===== config.mk =====
export PLATFORM = sky130hd
export DESIGN_NAME = ex_div
export DESIGN_NICKNAME = d
export VERILOG_FILES = /design/src/rtl/ex_div.sv
export SDC_FILE = /design/constraint.sdc
export NUM_CORES = 1
export LEC_CHECK = 0
export BUFFER_PORTS_ARGS = -buffer_cell sky130_fd_sc_hd__buf_2
export CORE_MARGIN = 2
export CORE_UTILIZATION = 40
export DETAILED_ROUTE_END_ITERATION = 10
export MAX_ROUTING_LAYER = met4
export SYNTH_ARGS = -nofsm -noshare
export SYNTH_HDL_FRONTEND = slang
export SYNTH_SLANG_ARGS = --single-unit

===== constraint.sdc =====
create_clock -name clk -period 6.6 [get_ports clk]
set_clock_uncertainty 0.1 [all_clocks]
set_input_delay 1.32 -clock clk [delete_from_list [all_inputs] [get_ports clk]]
set_output_delay 1.32 -clock clk [all_outputs]
set_load 0.02 [all_outputs]

===== src/rtl/ex_div.sv =====
// Multi-cycle 32-bit restoring divider for the EX stage (DIV/DIVU), result {remainder, quotient}.
// Optional `DIV_EARLY_EXIT_EN: skip the iterations when |dividend| < |divisor|.
`timescale 1ns/1ps

module ex_div (
   input  logic        clk,
   input  logic        rst,
   input  logic        signed_div_i,
   input  logic [31:0] opdata1_i,
   input  logic [31:0] opdata2_i,
   input  logic        start_i,
   input  logic        annul_i,
   output logic [63:0] result_o,
   output logic        ready_o,
   output logic        stallreq_o
);

   typedef enum logic [1:0] {StIdle, StZero, StOn, StEnd} state_e;

   state_e      state_q, state_d;
   logic [4:0]  cnt_q, cnt_d;
   logic [31:0] dvd_q, dvd_d;      // dividend magnitude, quotient bits shift in at the LSB
   logic [31:0] rem_q, rem_d;      // partial remainder
   logic [31:0] dsr_q, dsr_d;      // divisor magnitude
   logic        neg_quot_q, neg_quot_d;
   logic        neg_rem_q, neg_rem_d;
   logic        early_q, early_d;
   logic        ready_q, ready_d;
   logic [63:0] result_q, result_d;

   logic [31:0] abs1, abs2;
   logic [32:0] shifted, diff;
   logic [31:0] quot_nx, rem_nx, quot_fix, rem_fix;

   always_comb begin
      abs1     = (signed_div_i && opdata1_i[31]) ? (~opdata1_i + 32'd1) : opdata1_i;
      abs2     = (signed_div_i && opdata2_i[31]) ? (~opdata2_i + 32'd1) : opdata2_i;
      shifted  = {rem_q, dvd_q[31]};
      diff     = shifted - {1'b0, dsr_q};
      quot_nx  = {dvd_q[30:0], ~diff[32]};
      rem_nx   = diff[32] ? shifted[31:0] : diff[31:0];
      quot_fix = neg_quot_q ? (~quot_nx + 32'd1) : quot_nx;
      rem_fix  = neg_rem_q ? (~rem_nx + 32'd1) : rem_nx;
   end

   always_comb begin
      state_d    = state_q;
      cnt_d      = cnt_q;
      dvd_d      = dvd_q;
      rem_d      = rem_q;
      dsr_d      = dsr_q;
      neg_quot_d = neg_quot_q;
      neg_rem_d  = neg_rem_q;
      early_d    = early_q;
      ready_d    = ready_q;
      result_d   = result_q;

      unique case (state_q)
         StIdle: begin
            if (start_i && !annul_i) begin
               neg_quot_d = signed_div_i && (opdata1_i[31] ^ opdata2_i[31]);
               neg_rem_d  = signed_div_i && opdata1_i[31];
               early_d    = 1'b0;
               if (opdata2_i == 32'd0) begin
                  state_d = StZero;
`ifdef DIV_EARLY_EXIT_EN
               end else if (abs1 < abs2) begin
                  // Quotient is zero; remainder is the dividend exactly as given.
                  state_d = StZero;
                  early_d = 1'b1;
                  rem_d   = opdata1_i;
`endif
               end else begin
                  state_d = StOn;
                  dvd_d   = abs1;
                  dsr_d   = abs2;
                  rem_d   = 32'd0;
                  cnt_d   = 5'd0;
               end
            end
         end
         StZero: begin
            state_d  = StEnd;
            ready_d  = 1'b1;
            result_d = early_q ? {rem_q, 32'd0} : 64'd0;
         end
         StOn: begin
            dvd_d = quot_nx;
            rem_d = rem_nx;
            cnt_d = cnt_q + 5'd1;
            if (cnt_q == 5'd31) begin
               state_d  = StEnd;
               ready_d  = 1'b1;
               result_d = {rem_fix, quot_fix};
               cnt_d    = 5'd0;
            end
         end
         StEnd: begin
            if (!start_i) begin
               state_d  = StIdle;
               ready_d  = 1'b0;
               result_d = 64'd0;
            end
         end
         default: state_d = StIdle;
      endcase

      if (annul_i && (state_q != StIdle)) begin
         state_d  = StIdle;
         cnt_d    = 5'd0;
         ready_d  = 1'b0;
         result_d = 64'd0;
      end
   end

   always_ff @(posedge clk or posedge rst) begin
      if (rst) begin
         state_q    <= StIdle;
         cnt_q      <= 5'd0;
         dvd_q      <= 32'd0;
         rem_q      <= 32'd0;
         dsr_q      <= 32'd0;
         neg_quot_q <= 1'b0;
         neg_rem_q  <= 1'b0;
         early_q    <= 1'b0;
         ready_q    <= 1'b0;
         result_q   <= 64'd0;
      end else begin
         state_q    <= state_d;
         cnt_q      <= cnt_d;
         dvd_q      <= dvd_d;
         rem_q      <= rem_d;
         dsr_q      <= dsr_d;
         neg_quot_q <= neg_quot_d;
         neg_rem_q  <= neg_rem_d;
         early_q    <= early_d;
         ready_q    <= ready_d;
         result_q   <= result_d;
      end
   end

   assign ready_o    = ready_q;
   assign result_o   = result_q;
   assign stallreq_o = ~rst & start_i & ~annul_i & ~ready_q;

endmodule


==> qor.txt <==
status: finished clean
Worst path max stage delay: 0.56 ns
number of synthesized flops with an enable pin: 0
htree depth: 4
clk root buf: clkbuf_16
setup tns final: 0 ns
CTS Buf Count: 17
synth unique cells: 72
Post-Syn Instances: 1,483
non-filler cells, final: 1,975
GR Util met2: 32.44%
ys async rst share: 100.0%
most common cell in the synthesized netlist: nand2_1
core area: 29,480 sq um
met3 usage: 3.200%
crit path max fanout: 9
first-pass GRT wire length: 57,010 um
Commonest cells post-synth: nand2_1 (236), o21ai_0 (176), dfrtp_1 (170)
FF-to-FF setup slack: 0.55 ns
largest net degree at the start of global routing: 73
Die Ht: 176.8 um
Synth Net Count: 1,594
cell taking the most area after synthesis: dfrtp_1
hold crit path type: reg2reg
layout net count: 1,684
RSZ-0062 raised after global routing: no
antenna viol nets, final: 0
CP bufs+invs: 3
1st-pass router iterations: 5
Inst Count DP: 1,944
Pint: 2.833 mW
Multi-input gate area: 7243 sq um
die area: 31,250 sq um
Seq cells post-synth: 170
# diodes: 0
clock buffer depth: 2
final WL: 35,340 um
total gr overflow: 0
Seq pwr share: 30.3%
Synth Flop Type: dfrtp_1
met1 layer usage reported by global route: 36.94%
max cap viols: 0
Max Slew Vio Count: 0
Synth Cell Area: 11,940 sq um
Synth Warn #: 0
clock share of power: 18.8%
kind of critical path: reg2reg
Synth top area share: 35.62%
crit-path cells: inv_1, ha_1, fa_1, nand2b_1, a211oi_2, o22a_2, a211oi_2, o311a_1, nor4_4, inv_2, a21oi_1, ha_1, inv_1, or4_1, nor4_2, nor2b_1, nand4_1, a221oi_2, a41oi_1, xor2_1, o21ai_1
Gate power share: 51.0%
Ports: 135
initial antenna violation count: 0
Req. time, crit path: 6.87 ns
P_sw: 2.669 mW
GRT Resource Usage Total: 23.87%
Final Power: 5.502 mW
power density over the cells: 406.5 nW/um^2
via-per-instance ratio: 5.559
f_max: 165.4 MHz
vias in the first global route: 10,260
DR vias: 10,980
CP delay by family, top: compound AO/OA/AOI/OAI gates
fraction of layout cells with a size suffix above 1: 13.12%
Final Cycle Share: 91.61%
FF/Latch Area: 4254 sq um
Slew Limit Headroom: 37.82%
Area contributors post-synth: dfrtp_1 (36%), nand2_1 (7.4%), o21ai_0 (7.4%)
Critical Path Sink Type: register
final setup margin: 0.5536 ns
Area Growth Syn to Fin: 13.35%
fillers: 3,000
Clock Sinks: 170
DP HPWL: 26,570 um
highest-delay cell along the critical path: or4_1
Setup Fix Bufs, Post-CTS: 0
final setup fails: 0
CTS tree: done
Lkg Pwr: 5.986 nW
Initial Util: 40.51%
clk_lat worst skew: 0.45 ns
row count: 63
worst-margin pin slew: 0.9327 ns
Startpoint Class: register
VDD IR max: 0.3613 mV
Hold WS: 0.3721 ns
Port-buffer cells: 134
drt initial violations: 891
Hold Violations, Final: 0
Most Crowded Layer GR: met1
Placement Setup Slack: 0.4316 ns
routed len/inst: 17.89 um
Placer Congestion: 0.9126
chip width: 176.8 um
Mean Syn Cell Area: 8.052 sq um
Seq/Total Area, Yosys: 35.62%
Worst EP arrival: 6.32 ns
switching portion of total power: 48.50%
fin crit period: 6.046 ns
Clock Pin Slew Worst Setup and Hold Paths: 0.07 ns
drc violations: 0
[area by class of cell]
class	instances	area share, %
clock buffer	18	3.171
clock inverter	13	1.155
inverter	51	1.451
multi-input combinational	1186	53.51
sequential	170	31.43
tap	390	3.605
timing repair buffer	147	5.676
[per-stage QoR]
step	instance area, sq um	util (%)
finish	13540	45.91
global route	13540	45.91
CTS	13530	45.89
detailed placement	12940	43.91
global placement	12940	43.91
floorplan	11940	-
[worst paths after layout]
path                                          start                  endpoint  cells after the start
max                           dvd_q[31]$_DFFE_PP0P_  result_o[60]$_DFFE_PP0P_                     21
min                        result_o[51]$_DFFE_PP0P_  result_o[51]$_DFFE_PP0P_                      2
max reg2reg                   dvd_q[31]$_DFFE_PP0P_  result_o[60]$_DFFE_PP0P_                     21
min reg2reg                result_o[51]$_DFFE_PP0P_  result_o[51]$_DFFE_PP0P_                      2
max in group asynchronous                       rst     rem_q[15]$_DFFE_PP0P_                      3
min in group asynchronous                       rst       ready_o$_DFFE_PP0P_                      2
[sequential cells by signal, summed over array words and instances, names as in the netlist]
| name | count |
|---|---|
| cnt_q | 5 |
| dsr_q | 32 |
| dvd_q | 32 |
| neg_quot_q | 1 |
| neg_rem_q | 1 |
| ready_o | 1 |
| rem_q | 32 |
| result_o | 64 |
| state_q | 2 |
[metal layers]
metal  share of wire [%]  vias up
li1                    -     5461
met1                  53     5190
met2                  41      294
met3                 4.7       35
met4                 1.5        0
met5                   0        -
[cells in the final DEF (no fill, tap or decap), types with 10 or more instances in the layout]
| cell type | count |
|---|---|
| buf_4 | 13 |
| xnor2_1 | 52 |
| clkbuf_16 | 17 |
| inv_1 | 47 |
| or2_2 | 10 |
| mux2i_1 | 31 |
| xor2_1 | 87 |
| o31ai_1 | 56 |
| o41ai_1 | 16 |
| ha_1 | 40 |
| or3_1 | 11 |
| o21ai_0 | 176 |
| nor2_1 | 118 |
| nand4_1 | 10 |
| nand3_1 | 25 |
| nor3_1 | 37 |
| o21a_1 | 11 |
| dfrtp_1 | 170 |
| nand2_1 | 235 |
| buf_2 | 134 |
| or4_1 | 15 |
| nand2b_1 | 13 |
| nor4_1 | 15 |
| a21o_1 | 12 |
| a21oi_1 | 104 |
[tightest hold or removal path, delay by kind of cell, from the launching register on]
kind	cells	cell delay, ns
AND/OR/NAND/NOR	1	0.04
AO/OA/AOI/OAI	1	0.05
flip-flops	1	0.34
[kinds of logic (layout without fill, tap and decap cells)]
kind of cell | count (synthesis) | count (layout) | share of synthesized area [%]
and+or+nand+nor | 529 | 529 | 20.15
AOI/OAI and AO/OA | 441 | 441 | 22.47
DFF | 170 | 170 | 35.62
xor gates and xnor gates | 139 | 139 | 10.19
buffers and inverters | 127 | 229 | 4.118
adders and majority gates | 42 | 42 | 4.464
muxes | 35 | 35 | 2.976
[power groups by stage]
| stage | clock, mW | combinational, mW | sequential, mW |
|---|---|---|---|
| 6_report | 1.03 | 2.80 | 1.66 |
| 5_1_grt | 1.09 | 3.13 | 1.71 |
| 4_1_cts | 1.05 | 2.80 | 1.66 |
| 3_5_place_dp | 0 | 2.79 | 1.68 |
| 3_3_place_gp | 0 | 2.77 | 1.66 |
| 2_1_floorplan | 0 | 1.89 | 1.72 |
[timing repair]
action	4_1_cts	5_1_grt
resized for setup	0	1
setup endpoints to repair	0	6
hold buffers	0	0
Note: power is estimated with default switching activity, not from simulation.
